===== config.mk =====
export PLATFORM = sky130hd
export DESIGN_NAME = r_burst_buffer_flat
export DESIGN_NICKNAME = d
export VERILOG_FILES = /design/src/rtl/r_burst_buffer_if.sv /design/src/rtl/r_burst_buffer.sv /design/src/flat_wrapper.sv
export SDC_FILE = /design/constraint.sdc
export NUM_CORES = 1
export LEC_CHECK = 0
export ABC_AREA = 1
export CAP_MARGIN = 20
export CORE_MARGIN = 3
export CORE_UTILIZATION = 55
export CTS_CLUSTER_SIZE = 24
export DETAILED_ROUTE_END_ITERATION = 10
export PLACE_DENSITY = 0.77
export SKIP_CTS_REPAIR_TIMING = 1
export SLEW_MARGIN = 10
export SYNTH_ARGS = -nofsm -noshare
export SYNTH_HDL_FRONTEND = slang
export SYNTH_SLANG_ARGS = --single-unit
export TNS_END_PERCENT = 100

===== constraint.sdc =====
create_clock -name clk -period 5.9 [get_ports clk]
set_clock_uncertainty 0.1 [all_clocks]
set_input_delay 1.18 -clock clk [delete_from_list [all_inputs] [get_ports clk]]
set_output_delay 1.18 -clock clk [all_outputs]
set_load 0.01 [all_outputs]

===== src/rtl/r_burst_buffer_if.sv =====
`timescale 1ns/1ps
// r_if: AXI R-channel bundle (id/data/resp/last with valid/ready handshake).
//   sender   : drives payload and valid, observes ready
//   receiver : observes payload and valid, drives ready
interface r_if #(
    parameter int ID_WIDTH   = 4,
    parameter int DATA_WIDTH = 64,
    parameter int RESP_WIDTH = 2
);
    logic [ID_WIDTH-1:0]   id;
    logic [DATA_WIDTH-1:0] data;
    logic [RESP_WIDTH-1:0] resp;
    logic                  last;
    logic                  valid;
    logic                  ready;

    modport sender   (output id, data, resp, last, valid, input ready);
    modport receiver (input id, data, resp, last, valid, output ready);
endinterface


===== src/rtl/r_burst_buffer.sv =====
`timescale 1ns/1ps
// r_burst_buffer: parametrised R-beat buffer between the AXI slave R channel
// and r_ordering_unit. Optionally holds beats back until a complete burst
// (a beat with LAST) is stored, and reports occupancy, almost-full and a
// saturating count of error responses.
//
// Ports:
//   clk           : clock, rising edge
//   rst_n         : asynchronous active-low reset
//   r_in          : R beats from the AXI slave (receiver side, drives ready)
//   r_out         : R beats to r_ordering_unit (sender side, drives valid/payload)
//   occupancy     : number of stored beats
//   almost_full   : occupancy >= AF_THRESH
//   bursts_stored : number of stored beats with last=1
//   err_cnt       : accepted beats with resp[1]=1, saturating at all-ones
module r_burst_buffer #(
    parameter int ID_WIDTH   = 4,
    parameter int DATA_WIDTH = 64,
    parameter int RESP_WIDTH = 2,
    parameter int DEPTH      = 16,
    parameter int STORE_FWD  = 1,
    parameter int AF_THRESH  = 14,
    parameter int ERR_W      = 8
) (
    input  logic                         clk,
    input  logic                         rst_n,
    r_if.receiver                        r_in,
    r_if.sender                          r_out,
    output logic [$clog2(DEPTH+1)-1:0]   occupancy,
    output logic                         almost_full,
    output logic [$clog2(DEPTH+1)-1:0]   bursts_stored,
    output logic [ERR_W-1:0]             err_cnt
);
    localparam int CNT_W   = $clog2(DEPTH + 1);
    localparam int PTR_W   = $clog2(DEPTH);
    localparam int ENTRY_W = ID_WIDTH + DATA_WIDTH + RESP_WIDTH + 1;

    localparam logic [CNT_W-1:0] DEPTH_C  = CNT_W'(DEPTH);
    localparam logic [CNT_W-1:0] AF_C     = CNT_W'(AF_THRESH);
    localparam logic [PTR_W-1:0] LAST_PTR = PTR_W'(DEPTH - 1);

    // Entry layout: {id, data, resp, last}; last sits in bit 0.
    logic [ENTRY_W-1:0] mem [DEPTH];

    logic [PTR_W-1:0]   wr_ptr;
    logic [PTR_W-1:0]   rd_ptr;
    logic               full;
    logic               empty;
    logic               release_ok;
    logic               push;
    logic               pop;
    logic [ENTRY_W-1:0] head;
    logic [ENTRY_W-1:0] out_entry;

    assign full  = (occupancy == DEPTH_C);
    assign empty = (occupancy == '0);

    // Ready depends only on stored state so no path exists from r_in.valid.
    assign r_in.ready = ~full;

    // In store-and-forward mode the head is released once any complete burst
    // is stored. The full term lets bursts longer than DEPTH drain cut-through
    // instead of deadlocking.
    assign release_ok  = (STORE_FWD == 0) || (bursts_stored != '0) || full;
    assign r_out.valid = ~empty & release_ok;

    assign push = r_in.valid & ~full;
    assign pop  = r_out.valid & r_out.ready;

    assign head      = mem[rd_ptr];
    assign out_entry = r_out.valid ? head : '0;

    assign r_out.id   = out_entry[ENTRY_W-1 -: ID_WIDTH];
    assign r_out.data = out_entry[DATA_WIDTH+RESP_WIDTH : RESP_WIDTH+1];
    assign r_out.resp = out_entry[RESP_WIDTH:1];
    assign r_out.last = out_entry[0];

    assign almost_full = (occupancy >= AF_C);

    // Storage array is not reset; only the pointers qualify its contents.
    always_ff @(posedge clk) begin
        if (push) begin
            mem[wr_ptr] <= {r_in.id, r_in.data, r_in.resp, r_in.last};
        end
    end

    // Pointers wrap by explicit compare so any DEPTH works, not only powers of 2.
    always_ff @(posedge clk or negedge rst_n) begin
        if (!rst_n) begin
            wr_ptr        <= '0;
            rd_ptr        <= '0;
            occupancy     <= '0;
            bursts_stored <= '0;
            err_cnt       <= '0;
        end else begin
            if (push) begin
                wr_ptr <= (wr_ptr == LAST_PTR) ? '0 : wr_ptr + 1'b1;
            end
            if (pop) begin
                rd_ptr <= (rd_ptr == LAST_PTR) ? '0 : rd_ptr + 1'b1;
            end

            case ({push, pop})
                2'b10:   occupancy <= occupancy + 1'b1;
                2'b01:   occupancy <= occupancy - 1'b1;
                default: occupancy <= occupancy;
            endcase

            case ({push & r_in.last, pop & head[0]})
                2'b10:   bursts_stored <= bursts_stored + 1'b1;
                2'b01:   bursts_stored <= bursts_stored - 1'b1;
                default: bursts_stored <= bursts_stored;
            endcase

            // SLVERR and DECERR both have resp[1] set; count saturates.
            if (push && r_in.resp[1] && (err_cnt != '1)) begin
                err_cnt <= err_cnt + 1'b1;
            end
        end
    end
endmodule


===== src/flat_wrapper.sv =====
// flat-port wrapper written by rule: the top's interface ports become plain ports
module r_burst_buffer_flat 
#(
    parameter int ID_WIDTH   = 4,
    parameter int DATA_WIDTH = 64,
    parameter int RESP_WIDTH = 2,
    parameter int DEPTH      = 16,
    parameter int STORE_FWD  = 1,
    parameter int AF_THRESH  = 14,
    parameter int ERR_W      = 8
)
  (clk, rst_n, occupancy, almost_full, bursts_stored, err_cnt, r_in_id, r_in_data, r_in_resp, r_in_last, r_in_valid, r_in_ready, r_out_id, r_out_data, r_out_resp, r_out_last, r_out_valid, r_out_ready);
  r_if #(.ID_WIDTH(ID_WIDTH), .DATA_WIDTH(DATA_WIDTH), .RESP_WIDTH(RESP_WIDTH)) r_in_i ();
  r_if #(.ID_WIDTH(ID_WIDTH), .DATA_WIDTH(DATA_WIDTH), .RESP_WIDTH(RESP_WIDTH)) r_out_i ();
  input  logic clk;
  input  logic rst_n;
  output logic [$clog2(DEPTH+1)-1:0] occupancy;
  output logic almost_full;
  output logic [$clog2(DEPTH+1)-1:0] bursts_stored;
  output logic [ERR_W-1:0] err_cnt;
  input wire logic [$bits(r_in_i.id)-1:0] r_in_id;
  input wire logic [$bits(r_in_i.data)-1:0] r_in_data;
  input wire logic [$bits(r_in_i.resp)-1:0] r_in_resp;
  input wire logic [$bits(r_in_i.last)-1:0] r_in_last;
  input wire logic [$bits(r_in_i.valid)-1:0] r_in_valid;
  output wire logic [$bits(r_in_i.ready)-1:0] r_in_ready;
  output wire logic [$bits(r_out_i.id)-1:0] r_out_id;
  output wire logic [$bits(r_out_i.data)-1:0] r_out_data;
  output wire logic [$bits(r_out_i.resp)-1:0] r_out_resp;
  output wire logic [$bits(r_out_i.last)-1:0] r_out_last;
  output wire logic [$bits(r_out_i.valid)-1:0] r_out_valid;
  input wire logic [$bits(r_out_i.ready)-1:0] r_out_ready;
  assign r_in_i.id = r_in_id;
  assign r_in_i.data = r_in_data;
  assign r_in_i.resp = r_in_resp;
  assign r_in_i.last = r_in_last;
  assign r_in_i.valid = r_in_valid;
  assign r_in_ready = r_in_i.ready;
  assign r_out_id = r_out_i.id;
  assign r_out_data = r_out_i.data;
  assign r_out_resp = r_out_i.resp;
  assign r_out_last = r_out_i.last;
  assign r_out_valid = r_out_i.valid;
  assign r_out_i.ready = r_out_ready;
  r_burst_buffer #(.ID_WIDTH(ID_WIDTH), .DATA_WIDTH(DATA_WIDTH), .RESP_WIDTH(RESP_WIDTH), .DEPTH(DEPTH), .STORE_FWD(STORE_FWD), .AF_THRESH(AF_THRESH), .ERR_W(ERR_W)) u_core (.clk(clk), .rst_n(rst_n), .r_in(r_in_i), .r_out(r_out_i), .occupancy(occupancy), .almost_full(almost_full), .bursts_stored(bursts_stored), .err_cnt(err_cnt));
endmodule

==> out/metrics.yaml <==
cts:
  cts_tree: "done"
  cts_sinks: 1162
  numCtsBuffers: 114
  cts-root-buf: "clkbuf_16"
  insertion_delay_ns: 0.68
  clkTransAtPathRegs_ns: 0.06
  ctsHtreeMaxLevel: 3
  cts_buffer_depth: 3
drt:
  first_pass_iters: 7
  drcViolationCount: 0
  via_per_inst: 5.40
  wl_per_cell_um: 19.0
  routed_wl_um: 120000
  vias: 34100
  drt_iter0_drc: 3879
  postRouteAntennaNets: 0
timing:
  hold_violations: 0
  finalCritPeriodShare_pct: 89.2
  setup_violations: 0
  tns_ns: 0
  fmax_ghz: 0.190
  tightest_slew_ns: 1.26
  rsz0062_at_grt: "false"
  fin_crit_ns: 5.26
  drv_slew: 0
  relSlewSlack_pct: 16.2
cells_and_area:
  final_nets: 5124
  drive_gt1_share_pct: 5.58
  fin_cells: 6306
  area_growth_pct: 12.5
synthesis:
  syn_inst: 4914
  yosysUniqueCellTypes: 25
  synth_commonest_cells: "nand2_1 (1978), edfxtp_1 (1136), inv_1 (761)"
  ys_top_cells_by_area: "edfxtp_1 (68%), nand2_1 (15%), nand3_1 (5.9%)"
  synthesis.area_mm2: 0.0504
  synth_flop_cell: "edfxtp_1"
  synth_nets: 5004
  async_flop_share_pct: 2.24
  yosysSeqAreaShare_pct: 69.0
  synth_area_leader_cell: "edfxtp_1"
  synth-edff-count: 1136
  ys_ff_latch: 1162
  yosysWarnings: 0
  avgSynthCellArea_um2: 10.3
  synth_top_area_share_pct: 67.7
  synth.most_common_cell: "nand2_1"
pwr:
  power_leakage_nw: 24.1
  powerDensity_mw_per_mm2: 476
  vdd_drop_max_mv: 0.430
critical_path:
  end_kind: "output port"
  arrival_ns: 3.98
  r2r-end: "u_core.bursts_stored[4]"
  required_ns: 4.62
  cp-endpoint: "r_out_data[4]"
  r2r_cells: 16
  worstSetupStartpoint: "u_core.rd_ptr[1]"
  worstSetupPathType: "flop to output port"
  start_kind: "flop"
  crit_fanout: 136
  ff2ff_setup_slack_ns: 1.83
  r2r-start: "u_core.rd_ptr[1]"
worst_hold_path:
  hp-class: "flop to flop"
global_route:
  grt_max_degree: 216
  grt_pass1_vias: 33300
  grt_pass1_wl_um: 185000
  track_usage_pct: 25.1
  overflow: 0
  antenna_found_initial: 5
job:
  max_cap_violations: 0
die:
  die_w_um: 309
  coreArea_mm2: 0.0904
  initial_utilization_pct: 55.7
  rows: 110
  dieHeight_um: 309
  die-area_mm2: 0.0953
  pin_count: 167
place:
  routabilityCongestion: 0.789
  numPortBuffers: 166
  dp_cells: 6094
  place_hpwl_um: 62500
outcome:
  outcome: "complete, no violations"
## worst max-delay path, cell delays in order (launching register included)
cell and delay (ns):
dfrtp_4 0.70, inv_8 0.69, buf_12 0.32, nand2_1 0.10, nand3_1 0.10, nand3_1 0.10, a21oi_1 0.40, clkdlybuf4s50_1 0.63
## power by group
group / switching [W] / internal [W]
registers: 0.000403 / 0.00991
logic: 0.00644 / 0.00333
clock network: 0.00299 / 0.00388
## state kept, by name, indices dropped and copies added, names as in the netlist
name and count:
u_core.bursts_stored 5, u_core.err_cnt 8, u_core.mem 1136, u_core.occupancy 5, u_core.rd_ptr 4, u_core.wr_ptr 4
## worst min-delay path by stage
stage,from,to,slack (ns),cells past startpoint
CTS,u_core.err_cnt[7],u_core.err_cnt[7],0.46,2
floorplan,u_core.rd_ptr[3],u_core.rd_ptr[3],0.39,2
detailed placement,u_core.err_cnt[1],u_core.err_cnt[1],0.45,2
finish,u_core.err_cnt[1],u_core.err_cnt[1],0.45,2
global route,u_core.err_cnt[7],u_core.err_cnt[7],0.50,2
global placement,u_core.err_cnt[1],u_core.err_cnt[1],0.43,2
## final cells by class
type	count	area, um^2
inverters	796	3010
multi-input cells	2721	11500
diodes	5	12.5
clock inverters	53	437
clock buffers	154	3060
repair buffers	239	2470
well taps	1176	1470
fillers	6745	33700
flip-flops and latches	1162	34800
## per-layer routing
metal / vias up / wire (um) / global-route usage (%)
li1: 16000 / - / -
met1: 16300 / 46900 / 32.8
met2: 1564 / 59400 / 42.9
met3: 241 / 10300 / 3.98
met4: 2 / 3390 / 9.12
met5: - / 10 / 0
## layout by cell type (no fill, tap or decap), drive strengths merged, types with 26 or more instances in the layout
master	instances
nand3	595
dfrtp	26
edfxtp	1136
a21oi	72
inv	798
clkbuf	154
buf	73
nor2	26
clkinv	43
nand2	1978
clkdlybuf4s50	166
## logic make-up (layout without fill, tap and decap cells)
| kind of cell | count (synthesis) | in the layout | share of synthesized area (%) |
|---|---|---|---|
| xor gates and xnor gates | 15 | 15 | 0.261 |
| and+or+nand+nor | 2602 | 2602 | 20.9 |
| other | 0 | 5 | 0 |
| AOI/OAI and AO/OA | 89 | 89 | 0.953 |
| DFF | 1162 | 1162 | 69.0 |
| adders and majority gates | 15 | 15 | 0.387 |
| buffers and inverters | 1031 | 1242 | 8.57 |
## per-stage QoR
step	worst slack, ns	util [%]	area [um^2]	hold WS (ns)	power, W
after floorplan	0.791	-	50400	0.395	0.0166
after CTS	0.628	62.7	56700	0.462	0.0270
after detailed placement	1.40	58.8	53200	0.446	0.0202
after global routing	0.494	62.7	56700	0.498	0.0284
final	0.638	62.7	56700	0.455	0.0270
after global placement	1.42	58.8	53200	0.427	0.0200
(Power assumes the default switching activity.)
